File: src/rtl/if_stage.sv
// if_stage: PC register, instruction-ROM request and IF/ID pipeline register with stall, flush, branch and AdEL handling
module if_stage #(
  parameter int ADDR_W = 32,
  parameter int INST_W = 32,
  parameter logic [ADDR_W-1:0] RESET_PC = '0
) (
  input  logic              clk,
  input  logic              rst,
  input  logic [5:0]        stall,
  input  logic              flush,
  input  logic [ADDR_W-1:0] new_pc,
  input  logic              branch_flag_i,
  input  logic [ADDR_W-1:0] branch_target_i,
  output logic              rom_ce_o,
  output logic [ADDR_W-1:0] rom_addr_o,
  input  logic [INST_W-1:0] rom_inst_i,
  output logic [ADDR_W-1:0] id_pc_o,
  output logic [INST_W-1:0] id_inst_o,
  output logic              id_adel_o
);
  logic              ce_r;
  logic [ADDR_W-1:0] pc;
  logic [ADDR_W-1:0] pc_nxt;
  logic              misaligned;
  logic              unused_stall;
  assign unused_stall = ^stall[5:3];
  assign misaligned = |pc[1:0];
  assign rom_addr_o = pc;
  assign rom_ce_o = ce_r & ~misaligned;
  always_comb begin
    pc_nxt = !ce_r ? RESET_PC :
             flush ? new_pc :
             stall[0] ? pc :
             branch_flag_i ? branch_target_i : pc + ADDR_W'(4);
  end
  always_ff @(posedge clk or posedge rst) begin
    if (rst) begin
      ce_r <= 1'b0;
      pc   <= RESET_PC;
    end else begin
      ce_r <= 1'b1;
      pc   <= pc_nxt;
    end
  end
  // A stalled IF feeding a running ID inserts a bubble; a stalled ID keeps its instruction.
  always_ff @(posedge clk or posedge rst) begin
    if (rst) begin
      id_pc_o   <= '0;
      id_inst_o <= '0;
      id_adel_o <= 1'b0;
    end else if (flush || (stall[1] && !stall[2])) begin
      id_pc_o   <= '0;
      id_inst_o <= '0;
      id_adel_o <= 1'b0;
    end else if (!stall[1]) begin
      id_pc_o   <= pc;
      id_inst_o <= rom_ce_o ? rom_inst_i : '0;
      id_adel_o <= ce_r & misaligned;
    end
  end
endmodule

File: config.mk
export PLATFORM = sky130hd
export DESIGN_NAME = if_stage
export DESIGN_NICKNAME = d
export VERILOG_FILES = /design/src/rtl/if_stage.sv
export SDC_FILE = /design/constraint.sdc
export NUM_CORES = 1
export LEC_CHECK = 0
export BUFFER_PORTS_ARGS = -buffer_cell sky130_fd_sc_hd__buf_4
export CAP_MARGIN = 30
export CORE_ASPECT_RATIO = 0.8
export CORE_UTILIZATION = 40
export CTS_CLUSTER_SIZE = 24
export DETAILED_ROUTE_END_ITERATION = 8
export PLACE_DENSITY = 0.65
export SYNTH_ARGS = -nofsm -noshare
export SYNTH_HDL_FRONTEND = slang
export SYNTH_SLANG_ARGS = --single-unit
File: constraint.sdc
create_clock -name clk -period 7.7 [get_ports clk]
set_input_delay 1.54 -clock clk [delete_from_list [all_inputs] [get_ports clk]]
set_output_delay 1.54 -clock clk [all_outputs]
set_load 0.01 [all_outputs]
### Word level (Yosys, flattened, before mapping)

Index checks and enable logic that the tools add are counted.

* reductions and logical operators: 4
* multiplexer cells: 11
* shift operators: 0
* $add $sub $neg: 1
* $mul: 0
* div/mod/pow operators: 0
* equal/unequal tests: 2
* bitwise operators: 3
* order comparisons: 0

Operators by type and width (count)
* 32-bit 2-to-1 mux: 9
* 32-bit by 3-bit adder with 32-bit output (second input constant): 1
* 3-bit inequality test (second input constant): 1
* 1-bit bitwise AND: 2
* 1-bit 2-to-1 mux: 2
* 2-bit by 1-bit inequality test with 1-bit output (second input constant): 1
* 2-bit OR reduction: 1
* 1-bit logical AND: 1
* 1-bit logical NOT: 1
* 1-bit logical OR: 1
* 1-bit inverter: 1

* register bits after elaboration: 98
* latch bits: 0
* ROM bits: 0
* memories kept: 0
* RAM bits: 0
* input bits: 106

### Longest topological paths before layout

Gate-level depths: netlist of the first run.

* word-level depth: 6
* depth in mapped cells: 7

### Least setup slack after synthesis of the first run

OpenSTA, ideal clock, no wires.

* kind: input to register
* start point: in branch_flag_i
* end point: reg pc[0] (netlist: rom_addr_o[0])
* setup time: 0.121 ns
* cell stages on the path: 7
* slack: 5.029 ns
* path buffers: 2
* arrival: 2.550 ns
* data required time: 7.579 ns
* cell sequence: buf_2 > inv_1 > buf_2 > nor2_1 > mux2i_1 > nand2_1 > o211a_1

* longest elaborated chain between the ends: 4

Ends and longest elaborated chain
* from (decl): RTL line 12 `input logic branch_flag_i,`
* 32-bit 2-to-1 mux: RTL line 34 `branch_flag_i ? branch_target_i : pc + ADDR_W'(4);`
* 32-bit 2-to-1 mux: RTL line 33 `stall[0] ? pc :`
* 32-bit 2-to-1 mux: RTL line 32 `flush ? new_pc :`
* 32-bit 2-to-1 mux: RTL line 31 `pc_nxt = !ce_r ? RESET_PC :`
* to (signal assigned): RTL line 42 `pc <= pc_nxt;`
* to (decl): RTL line 22 `logic [ADDR_W-1:0] pc;`

Every way passes these cells. The select of a mux whose other input is x is not followed.
A chain may end at the register's enable or synchronous reset.

### Final worst setup path of the first run

* start point: in branch_flag_i
* end point: reg pc[1] (netlist: rom_addr_o[1])

Same word-level chain as after synthesis.

==> impl_results.html, run 1 <==
<table>
<tr><th>Metric</th><th>Value</th></tr>
<tr><th colspan="2">Power</th></tr>
<tr><td>Leakage component of the power</td><td>3.28 nW</td></tr>
<tr><td>Worst IR drop on VDD</td><td>0.113 mV</td></tr>
<tr><td>Pwr per Cell Area</td><td>180 mW/mm^2</td></tr>
<tr><th colspan="2">Floorplan</th></tr>
<tr><td>Number of ports placed on the die boundary</td><td>204</td></tr>
<tr><td>Die Width</td><td>126 um</td></tr>
<tr><td>Rows</td><td>35</td></tr>
<tr><td>Floorplan die height</td><td>101 um</td></tr>
<tr><td>Area of the core</td><td>0.0117 mm^2</td></tr>
<tr><td>Initial cell density of the core</td><td>41.7%</td></tr>
<tr><td>Floorplan die area</td><td>0.0127 mm^2</td></tr>
<tr><th colspan="2">Finish</th></tr>
<tr><td>Flip-flop and latch area</td><td>0.00245 mm^2</td></tr>
<tr><td>Area grow syn2layout</td><td>38.8%</td></tr>
<tr><td>Final Instance Area</td><td>0.00680 mm^2</td></tr>
<tr><td>Area of the multi-input gates</td><td>0.00225 mm^2</td></tr>
<tr><td>Layout cells sized above 1</td><td>35.5%</td></tr>
<tr><td>Count of filler cells inserted in the layout</td><td>1040</td></tr>
<tr><td>Number of nets at the end of the flow</td><td>773</td></tr>
<tr><td>Final core utilization</td><td>57.9%</td></tr>
<tr><td>Antenna diode count</td><td>0</td></tr>
<tr><td>Number of cells in the finished layout apart from fillers</td><td>819</td></tr>
<tr><th colspan="2">Worst setup path</th></tr>
<tr><td>Required time at the endpoint of the critical path</td><td>7.94 ns</td></tr>
<tr><td>Start-to-end type of the worst setup path</td><td>in2reg</td></tr>
<tr><td>Category of the worst setup path launch point</td><td>input pin</td></tr>
<tr><td>Cells along the critical path</td><td>buf_4 &gt; inv_1 &gt; nor2_1 &gt; mux2i_1 &gt; nand2_1 &gt; o211a_1</td></tr>
<tr><td>Worst EP arrival</td><td>3.28 ns</td></tr>
<tr><td>Critical-path maximum fanout</td><td>25</td></tr>
<tr><td>Kind of end point of the critical path</td><td>flip-flop</td></tr>
<tr><td>Slowest cell on crit path</td><td>sky130_fd_sc_hd__nor2_1</td></tr>
<tr><td>Max incr delay on CP</td><td>0.56 ns</td></tr>
<tr><th colspan="2">Synthesis</th></tr>
<tr><td>Fraction of registers with async set or reset after synthesis</td><td>100%</td></tr>
<tr><td>Net count after synthesis</td><td>598</td></tr>
<tr><td>Flip-flop and latch count after synthesis</td><td>98</td></tr>
<tr><td>Yosys warning count</td><td>0</td></tr>
<tr><td>Mean cell area of the mapped netlist</td><td>9.98 um^2</td></tr>
<tr><td>Instance count of the mapped netlist</td><td>491</td></tr>
<tr><td>Library cells used by synthesis</td><td>54</td></tr>
<tr><td>Top_reg_cell synth</td><td>sky130_fd_sc_hd__dfrtp_1</td></tr>
<tr><td>Number of synthesized flops with an enable pin</td><td>0</td></tr>
<tr><td>Area of the mapped netlist</td><td>0.00490 mm^2</td></tr>
<tr><td>Proportion of synthesized chip area in sequential cells</td><td>50.1%</td></tr>
<tr><th colspan="2">STA</th></tr>
<tr><td>Unrepaired setup endpoints after global routing</td><td>false</td></tr>
<tr><td>Final sum of negative setup slack</td><td>0 ns</td></tr>
<tr><td>Worst hold margin</td><td>0.507 ns</td></tr>
<tr><td>Number of failing hold endpoints at the final stage</td><td>0</td></tr>
<tr><td>Minimum clock period</td><td>3.04 ns</td></tr>
<tr><td>FMAX</td><td>329 MHz</td></tr>
<tr><td>Pin slew with the least headroom to its limit</td><td>0.776 ns</td></tr>
<tr><td>Final number of setup-violating endpoints</td><td>0</td></tr>
<tr><td>Setup skew after layout</td><td>0.00480 ns</td></tr>
<tr><td>Final count of pins violating max slew</td><td>0</td></tr>
<tr><td>Part of the cycle the worst path needs</td><td>39.5%</td></tr>
<tr><td>Slew HR</td><td>48.2%</td></tr>
<tr><th colspan="2">Clock tree</th></tr>
<tr><td>Buffer count from post-CTS setup fixing</td><td>0</td></tr>
<tr><td>Maximum number of buffers from clock root to sink</td><td>2</td></tr>
<tr><td>Sink count of the clock tree</td><td>98</td></tr>
<tr><td>TritonCTS clock tree</td><td>yes</td></tr>
<tr><td>Hold bufs inserted after CTS</td><td>0</td></tr>
<tr><td>Number of buffers inserted during clock tree synthesis</td><td>9</td></tr>
<tr><td># resized after CTS</td><td>0</td></tr>
<tr><td>Clock root cell</td><td>sky130_fd_sc_hd__clkbuf_16</td></tr>
<tr><td>Clock-pin slew reported for the worst setup and hold paths after clock tree synthesis</td><td>0.07 ns</td></tr>
<tr><td>Clock latency reported for the late side of the worst-skew pair</td><td>0.35 ns</td></tr>
<tr><td>Number of H-tree levels</td><td>3</td></tr>
<tr><th colspan="2">Drt</th></tr>
<tr><td>Number of detailed-routing iterations run before antenna repair</td><td>4</td></tr>
<tr><td>Wire length per cell after detailed routing</td><td>18.7 um</td></tr>
<tr><td>DRC marker count from the first detailed-route iteration</td><td>204</td></tr>
<tr><td>Antenna-violating nets left</td><td>0</td></tr>
<tr><td>Via density</td><td>5.68</td></tr>
<tr><td>Total number of vias</td><td>4653</td></tr>
<tr><td>Final Routed Wirelength</td><td>15300 um</td></tr>
<tr><td>Residual DRC</td><td>0</td></tr>
<tr><th colspan="2">Run</th></tr>
<tr><td>Max_cap viols</td><td>0</td></tr>
<tr><th colspan="2">Placed design</th></tr>
<tr><td>Inst Count DP</td><td>802</td></tr>
<tr><td>Detailed Place HPWL</td><td>10500 um</td></tr>
<tr><td>Count of input and output buffers</td><td>200</td></tr>
<tr><td>Post-place instance area</td><td>0.00648 mm^2</td></tr>
<tr><td>Global placement routability congestion</td><td>0.768</td></tr>
<tr><th colspan="2">Hold path</th></tr>
<tr><td>Hold crit path type</td><td>reg2reg</td></tr>
<tr><th colspan="2">Global routing</th></tr>
<tr><td>Antenna violations before repair</td><td>0</td></tr>
<tr><td>First-pass GRT wire length</td><td>24600 um</td></tr>
<tr><td>Via count of the first global-routing pass</td><td>4492</td></tr>
<tr><td>Maximum number of pins on one net before global-route repair</td><td>73</td></tr>
<tr><td>GR met3 Demand/Resource</td><td>5.41%</td></tr>
<tr><td>Gr ovfl total</td><td>0</td></tr>
<tr><td>Met1 demand-to-capacity share in global routing</td><td>35.5%</td></tr>
<tr><td>All-layer global routing usage</td><td>25.0%</td></tr>
<tr><td>Busiest grt layer</td><td>met2</td></tr>
<tr><td>Met2 Track Usage GR</td><td>38.5%</td></tr>
<tr><th colspan="2">Status</th></tr>
<tr><td>Run status</td><td>finished clean</td></tr>
</table>
[registers in the layout, indices dropped and copies added, names as in the netlist]
| signal | flops |
|---|---|
| id_inst_o | 32 |
| id_pc_o | 32 |
| id_adel_o | 1 |
| ce_r | 1 |
| rom_addr_o | 32 |
[worst max-delay path: cells and delay by family]
| kind | cells | cell delay (ns) |
|---|---|---|
| buffers and inverters | 2 | 0.70 |
| and+or+nand+nor | 2 | 0.63 |
| muxes | 1 | 0.27 |
| AOI/OAI and AO/OA | 1 | 0.13 |
[cells in the mapped netlist (all sizes together) (2+ instances only)]
cell	instances	area share [%]
nand3	12	1.2
a221oi	2	0.36
xnor2	6	1.1
and3	9	1.2
mux2i	7	1.4
buf	20	1.9
o21ai	43	4.4
or3	3	0.38
o31a	4	0.72
dfrtp	98	50
nor3	14	1.5
o211ai	4	0.61
nand4	9	1.1
nor4	3	0.38
o221ai	11	2.0
inv	6	0.46
nor2	17	1.3
and2	7	0.89
mux2	2	0.46
a21oi	15	1.5
a22oi	4	0.61
a211oi	6	1.0
and4	7	1.4
clkbuf	23	1.8
nand2	54	4.1
nand2b	4	0.51
o211a	3	0.61
o21a	10	1.5
o22ai	3	0.38
a22o	67	12
a2bb2oi	2	0.36
nor3b	2	0.31
[layout make-up]
type                            instances  share of cell area, %
Clock buffer                           10                   3.52
Inverter                                6                  0.368
Tap cell                              148                   2.72
Multi-Input combinational cell        344                   33.1
Clock inverter                          6                  0.810
Timing Repair Buffer                  207                   23.4
Sequential cell                        98                   36.1
[kinds of logic after synthesis]
kind of cell,Yosys count,share of synthesized area [%]
adders and majority gates,1,0.255
AOI/OAI and AO/OA,182,27.5
other,1,0.0766
xor gates and xnor gates,7,1.25
buffers and inverters,49,4.14
and+or+nand+nor,144,14.9
muxes,9,1.89
DFF,98,50.1
[metal layers]
metal	up-vias	routed length (um)
li1	2201	-
met1	2262	7250
met2	171	6850
met3	19	1020
met4	0	193
met5	-	0
[cells in the final DEF (no fill, tap or decap), types with 11 or more instances in the layout]
cell type	Yosys	routed
sky130_fd_sc_hd__buf_4	2	205
sky130_fd_sc_hd__dfrtp_1	98	98
sky130_fd_sc_hd__a22o_1	67	67
sky130_fd_sc_hd__nand2_1	54	54
sky130_fd_sc_hd__o21ai_0	42	42
sky130_fd_sc_hd__nor2_1	17	16
sky130_fd_sc_hd__a21oi_1	15	15
sky130_fd_sc_hd__nor3_1	13	13
sky130_fd_sc_hd__nand3_1	12	12
sky130_fd_sc_hd__o221ai_1	11	11
[final timing paths]
check                               from        endpoint  slack [ns]  depth (start not counted)
setup reg to reg           rom_addr_o[2]  rom_addr_o[30]        5.29                          6
hold reg to reg              id_pc_o[17]     id_pc_o[17]        0.51                          1
max in group asynchronous            rst     id_pc_o[21]        5.60                          4
setup / recovery           branch_flag_i   rom_addr_o[1]        4.66                          6
hold / removal               id_pc_o[17]     id_pc_o[17]        0.51                          1
min in group asynchronous            rst    id_inst_o[5]        1.15                          2
[report_power, final]
part | switching (mW) | internal [mW]
Sequential | 0.0371 | 0.540
Clock | 0.209 | 0.234
Combinational | 0.0983 | 0.105
Total | 0.345 | 0.879
[stage by stage]
step	setup slack (ns)	total power [mW]
CTS	4.63	1.23
floorplan	3.60	0.674
global route	4.47	1.28
global placement	4.32	0.783
detailed placement	4.26	0.789
finish	4.66	1.22
Power figures use the tool's default switching activity.
==> inputs of run 2 (changes only) <==
--- a/config.mk
+++ b/config.mk
@@ -11,7 +11,7 @@
 export CORE_UTILIZATION = 40
 export CTS_CLUSTER_SIZE = 24
 export DETAILED_ROUTE_END_ITERATION = 8
-export PLACE_DENSITY = 0.65
+export PLACE_DENSITY = 0.67
 export SYNTH_ARGS = -nofsm -noshare
 export SYNTH_HDL_FRONTEND = slang
 export SYNTH_SLANG_ARGS = --single-unit
==> constraint.sdc (replaced) <==
create_clock -name clk -period 2.55 [get_ports clk]
set_input_delay 0.51 -clock clk [delete_from_list [all_inputs] [get_ports clk]]
set_output_delay 0.51 -clock clk [all_outputs]
set_load 0.01 [all_outputs]
==> run 2 against run 1 <==
Against the previous run:
- clock skew increased by 0.00081 ns
- power grew to 3.0 times the previous value
- largest cell class unchanged
- die area is the same
- sequential cell count is the same
- critical path depth rose by 1
- cell count up 0.73%
- highest routed layer unchanged
- via count grew 1.4%
- core utilization is 0.39 points higher
- worst setup slack got worse by 4.1 ns
- global-route usage is 0.35 points higher
==> impl_results.html, run 2 (same netlist as run 1, synthesis figures left out) <==
<table>
<tr><th>Metric</th><th>Value</th></tr>
<tr><th colspan="2">Placed design</th></tr>
<tr><td>Setup Slack @ Placement</td><td>0.499 ns (was 4.26 ns)</td></tr>
<tr><td>Global placement routability congestion</td><td>0.789 (was 0.768)</td></tr>
<tr><td>Count of input and output buffers</td><td>200 (unchanged)</td></tr>
<tr><td>Detailed Place HPWL</td><td>11100 um (was 10500 um)</td></tr>
<tr><td>Post-place instance area</td><td>0.00655 mm^2 (was 0.00648 mm^2)</td></tr>
<tr><th colspan="2">Drt</th></tr>
<tr><td>Number of detailed-routing iterations run before antenna repair</td><td>5 (was 4)</td></tr>
<tr><td>Wire length per cell after detailed routing</td><td>19.1 um (was 18.7 um)</td></tr>
<tr><td>Antenna-violating nets left</td><td>0 (unchanged)</td></tr>
<tr><td>Total number of vias</td><td>4718 (was 4653)</td></tr>
<tr><td>DRC marker count from the first detailed-route iteration</td><td>242 (was 204)</td></tr>
<tr><td>Residual DRC</td><td>0 (unchanged)</td></tr>
<tr><td>Via density</td><td>5.72 (was 5.68)</td></tr>
<tr><td>Final Routed Wirelength</td><td>15700 um (was 15300 um)</td></tr>
<tr><th colspan="2">Worst setup path</th></tr>
<tr><td>Setup slack, reg-to-reg</td><td>0.57 ns (was 5.29 ns)</td></tr>
<tr><td>Critical-path maximum fanout</td><td>11 (was 25)</td></tr>
<tr><td>Slowest cell on crit path</td><td>sky130_fd_sc_hd__dfrtp_1 (was sky130_fd_sc_hd__nor2_1)</td></tr>
<tr><td>WP buf/inv</td><td>1 (was 2)</td></tr>
<tr><td>Start-to-end type of the worst setup path</td><td>reg2reg (was in2reg)</td></tr>
<tr><td>Category of the worst setup path launch point</td><td>flip-flop (was input pin)</td></tr>
<tr><td>Kind of end point of the critical path</td><td>flip-flop (unchanged)</td></tr>
<tr><td>Worst EP arrival</td><td>2.21 ns (was 3.28 ns)</td></tr>
<tr><td>Required time at the endpoint of the critical path</td><td>2.77 ns (was 7.94 ns)</td></tr>
<tr><td>Largest delay share family, worst path</td><td>compound AO/OA/AOI/OAI gates (was buffers and inverters)</td></tr>
<tr><td>Max incr delay on CP</td><td>0.45 ns (was 0.56 ns)</td></tr>
<tr><td>Cells along the critical path</td><td>ha_1 &gt; and4_2 &gt; nand4_1 &gt; buf_4 &gt; o31a_1 &gt; o21ai_0 &gt; a2bb2oi_1 (was buf_4 &gt; inv_1 &gt; nor2_1 &gt; mux2i_1 &gt; nand2_1 &gt; o211a_1)</td></tr>
<tr><th colspan="2">Power</th></tr>
<tr><td>Sw power</td><td>1.06 mW (was 0.345 mW)</td></tr>
<tr><td>Leakage component of the power</td><td>3.31 nW (was 3.28 nW)</td></tr>
<tr><td>Switching Share</td><td>28.5% (was 28.2%)</td></tr>
<tr><td>Relative contribution of sequential cells to total power</td><td>46.9% (was 47.1%)</td></tr>
<tr><td>Relative contribution of combinational cells to total power</td><td>16.8% (was 16.6%)</td></tr>
<tr><td>Pwr per Cell Area</td><td>544 mW/mm^2 (was 180 mW/mm^2)</td></tr>
<tr><td>Internal power component</td><td>2.66 mW (was 0.879 mW)</td></tr>
<tr><td>Portion of total power attributed to the clock network</td><td>36.3% (was 36.2%)</td></tr>
<tr><td>Worst IR drop on VDD</td><td>0.318 mV (was 0.113 mV)</td></tr>
<tr><th colspan="2">Global routing</th></tr>
<tr><td>First-pass GRT wire length</td><td>25000 um (was 24600 um)</td></tr>
<tr><td>Met1 demand-to-capacity share in global routing</td><td>35.6% (was 35.5%)</td></tr>
<tr><td>Antenna violations before repair</td><td>0 (unchanged)</td></tr>
<tr><td>Via count of the first global-routing pass</td><td>4567 (was 4492)</td></tr>
<tr><td>Maximum number of pins on one net before global-route repair</td><td>44 (was 73)</td></tr>
<tr><td>Met2 Track Usage GR</td><td>40.0% (was 38.5%)</td></tr>
<tr><td>GR met3 Demand/Resource</td><td>5.52% (was 5.41%)</td></tr>
<tr><td>All-layer global routing usage</td><td>25.4% (was 25.0%)</td></tr>
<tr><td>Busiest grt layer</td><td>met2 (unchanged)</td></tr>
<tr><td>Gr ovfl total</td><td>0 (unchanged)</td></tr>
<tr><th colspan="2">STA</th></tr>
<tr><td>Setup skew after layout</td><td>0.00561 ns (was 0.00480 ns)</td></tr>
<tr><td>Part of the cycle the worst path needs</td><td>77.7%</td></tr>
<tr><td>Final number of setup-violating endpoints</td><td>0 (unchanged)</td></tr>
<tr><td>Final count of pins violating max slew</td><td>0 (unchanged)</td></tr>
<tr><td>Worst hold margin</td><td>0.278 ns (was 0.507 ns)</td></tr>
<tr><td>Pin slew with the least headroom to its limit</td><td>0.726 ns (was 0.776 ns)</td></tr>
<tr><td>Slew HR</td><td>51.5% (was 48.2%)</td></tr>
<tr><td>Final sum of negative setup slack</td><td>0 ns (unchanged)</td></tr>
<tr><td>FMAX</td><td>505 MHz</td></tr>
<tr><td>Number of failing hold endpoints at the final stage</td><td>0 (unchanged)</td></tr>
<tr><td>Unrepaired setup endpoints after global routing</td><td>false (unchanged)</td></tr>
<tr><td>Crit path setup slack, layout</td><td>0.568 ns (was 4.66 ns)</td></tr>
<tr><td>Minimum clock period</td><td>1.98 ns</td></tr>
<tr><th colspan="2">Finish</th></tr>
<tr><td>Flip-flop and latch area</td><td>0.00245 mm^2 (unchanged)</td></tr>
<tr><td>Count of filler cells inserted in the layout</td><td>1053 (was 1040)</td></tr>
<tr><td>Final Instance Area</td><td>0.00684 mm^2 (was 0.00680 mm^2)</td></tr>
<tr><td>Commonest cells after routing, fill and taps aside</td><td>sky130_fd_sc_hd__buf_4 (210), sky130_fd_sc_hd__dfrtp_1 (98), sky130_fd_sc_hd__a22o_1 (67) (was sky130_fd_sc_hd__buf_4 (205), sky130_fd_sc_hd__dfrtp_1 (98), sky130_fd_sc_hd__a22o_1 (67))</td></tr>
<tr><td>Number of nets at the end of the flow</td><td>779 (was 773)</td></tr>
<tr><td>Most common cell after layout, fill and taps aside</td><td>sky130_fd_sc_hd__buf_4 (unchanged)</td></tr>
<tr><td>Area grow syn2layout</td><td>39.7% (was 38.8%)</td></tr>
<tr><td>Area of the multi-input gates</td><td>0.00225 mm^2 (unchanged)</td></tr>
<tr><td>Antenna diode count</td><td>0 (unchanged)</td></tr>
<tr><td>Layout cells sized above 1</td><td>36.0% (was 35.5%)</td></tr>
<tr><th colspan="2">Floorplan</th></tr>
<tr><td>Area of the core</td><td>0.0117 mm^2 (unchanged)</td></tr>
<tr><td>Number of ports placed on the die boundary</td><td>204 (unchanged)</td></tr>
<tr><td>Initial cell density of the core</td><td>41.7% (unchanged)</td></tr>
<tr><td>Die Width</td><td>126 um (unchanged)</td></tr>
<tr><td>Floorplan die area</td><td>0.0127 mm^2 (unchanged)</td></tr>
<tr><td>Floorplan die height</td><td>101 um (unchanged)</td></tr>
<tr><td>Rows</td><td>35 (unchanged)</td></tr>
<tr><th colspan="2">Clock tree</th></tr>
<tr><td>Buffer count from post-CTS setup fixing</td><td>0 (unchanged)</td></tr>
<tr><td>Maximum number of buffers from clock root to sink</td><td>2 (unchanged)</td></tr>
<tr><td>Sink count of the clock tree</td><td>98 (unchanged)</td></tr>
<tr><td>Clock-pin slew reported for the worst setup and hold paths after clock tree synthesis</td><td>0.07 ns (about the same)</td></tr>
<tr><td>Clock latency reported for the late side of the worst-skew pair</td><td>0.34 ns (was 0.35 ns)</td></tr>
<tr><td>TritonCTS clock tree</td><td>yes (unchanged)</td></tr>
<tr><td>Hold bufs inserted after CTS</td><td>0 (unchanged)</td></tr>
<tr><td>Clock root cell</td><td>sky130_fd_sc_hd__clkbuf_16 (unchanged)</td></tr>
<tr><td>Number of buffers inserted during clock tree synthesis</td><td>9 (unchanged)</td></tr>
<tr><td># resized after CTS</td><td>0 (unchanged)</td></tr>
<tr><td>Number of H-tree levels</td><td>3 (unchanged)</td></tr>
<tr><th colspan="2">Run</th></tr>
<tr><td>Max_cap viols</td><td>0 (unchanged)</td></tr>
<tr><th colspan="2">Status</th></tr>
<tr><td>Run status</td><td>finished clean (unchanged)</td></tr>
<tr><th colspan="2">Hold path</th></tr>
<tr><td>Hold crit path type</td><td>in2async (was reg2reg)</td></tr>
</table>
-- run 2: layer usage --
layer	share of wire (%)	wire length, um
met4	0.74	116
met2	46	7150
met3	6.2	981
met1	48	7470
met5	0	0
-- run 2: path summary, 6_finish.rpt --
kind,start,to,cells past startpoint
max in group asynchronous,rst,rom_addr_o[8],3
hold reg to reg,id_inst_o[9],id_inst_o[9],1
setup reg to reg,rom_addr_o[2],rom_addr_o[30],7
min in group clk,rom_inst_i[27],id_inst_o[27],2
hold / removal,rst,id_inst_o[6],2
setup / recovery,rom_addr_o[2],rom_addr_o[30],7
-- run 2: area by class of cell --
| cell class | count | area share [%] |
|---|---|---|
| clock buffers | 10 | 3.49 |
| clock inverters | 6 | 0.841 |
| inverters | 6 | 0.384 |
| multi-input cells | 344 | 32.8 |
| flip-flops and latches | 98 | 35.8 |
| well taps | 148 | 2.71 |
| repair buffers | 213 | 23.9 |
-- run 2: power groups by stage --
stage / logic (mW) / registers, mW / clock network, mW
final: 0.627 / 1.74 / 1.35
after global routing: 0.684 / 1.76 / 1.45
after CTS: 0.632 / 1.74 / 1.38
after detailed placement: 0.629 / 1.77 / 0
after global placement: 0.620 / 1.77 / 0
after floorplan: 0.267 / 1.77 / 0
-- run 2: stage by stage --
stage	total power, mW	util, %	std cells
after global routing	3.89	58.3	825
after global placement	2.39	55.8	809
after floorplan	2.04	-	491
after detailed placement	2.40	55.8	809
final	3.72	58.3	825
after CTS	3.76	58.3	825
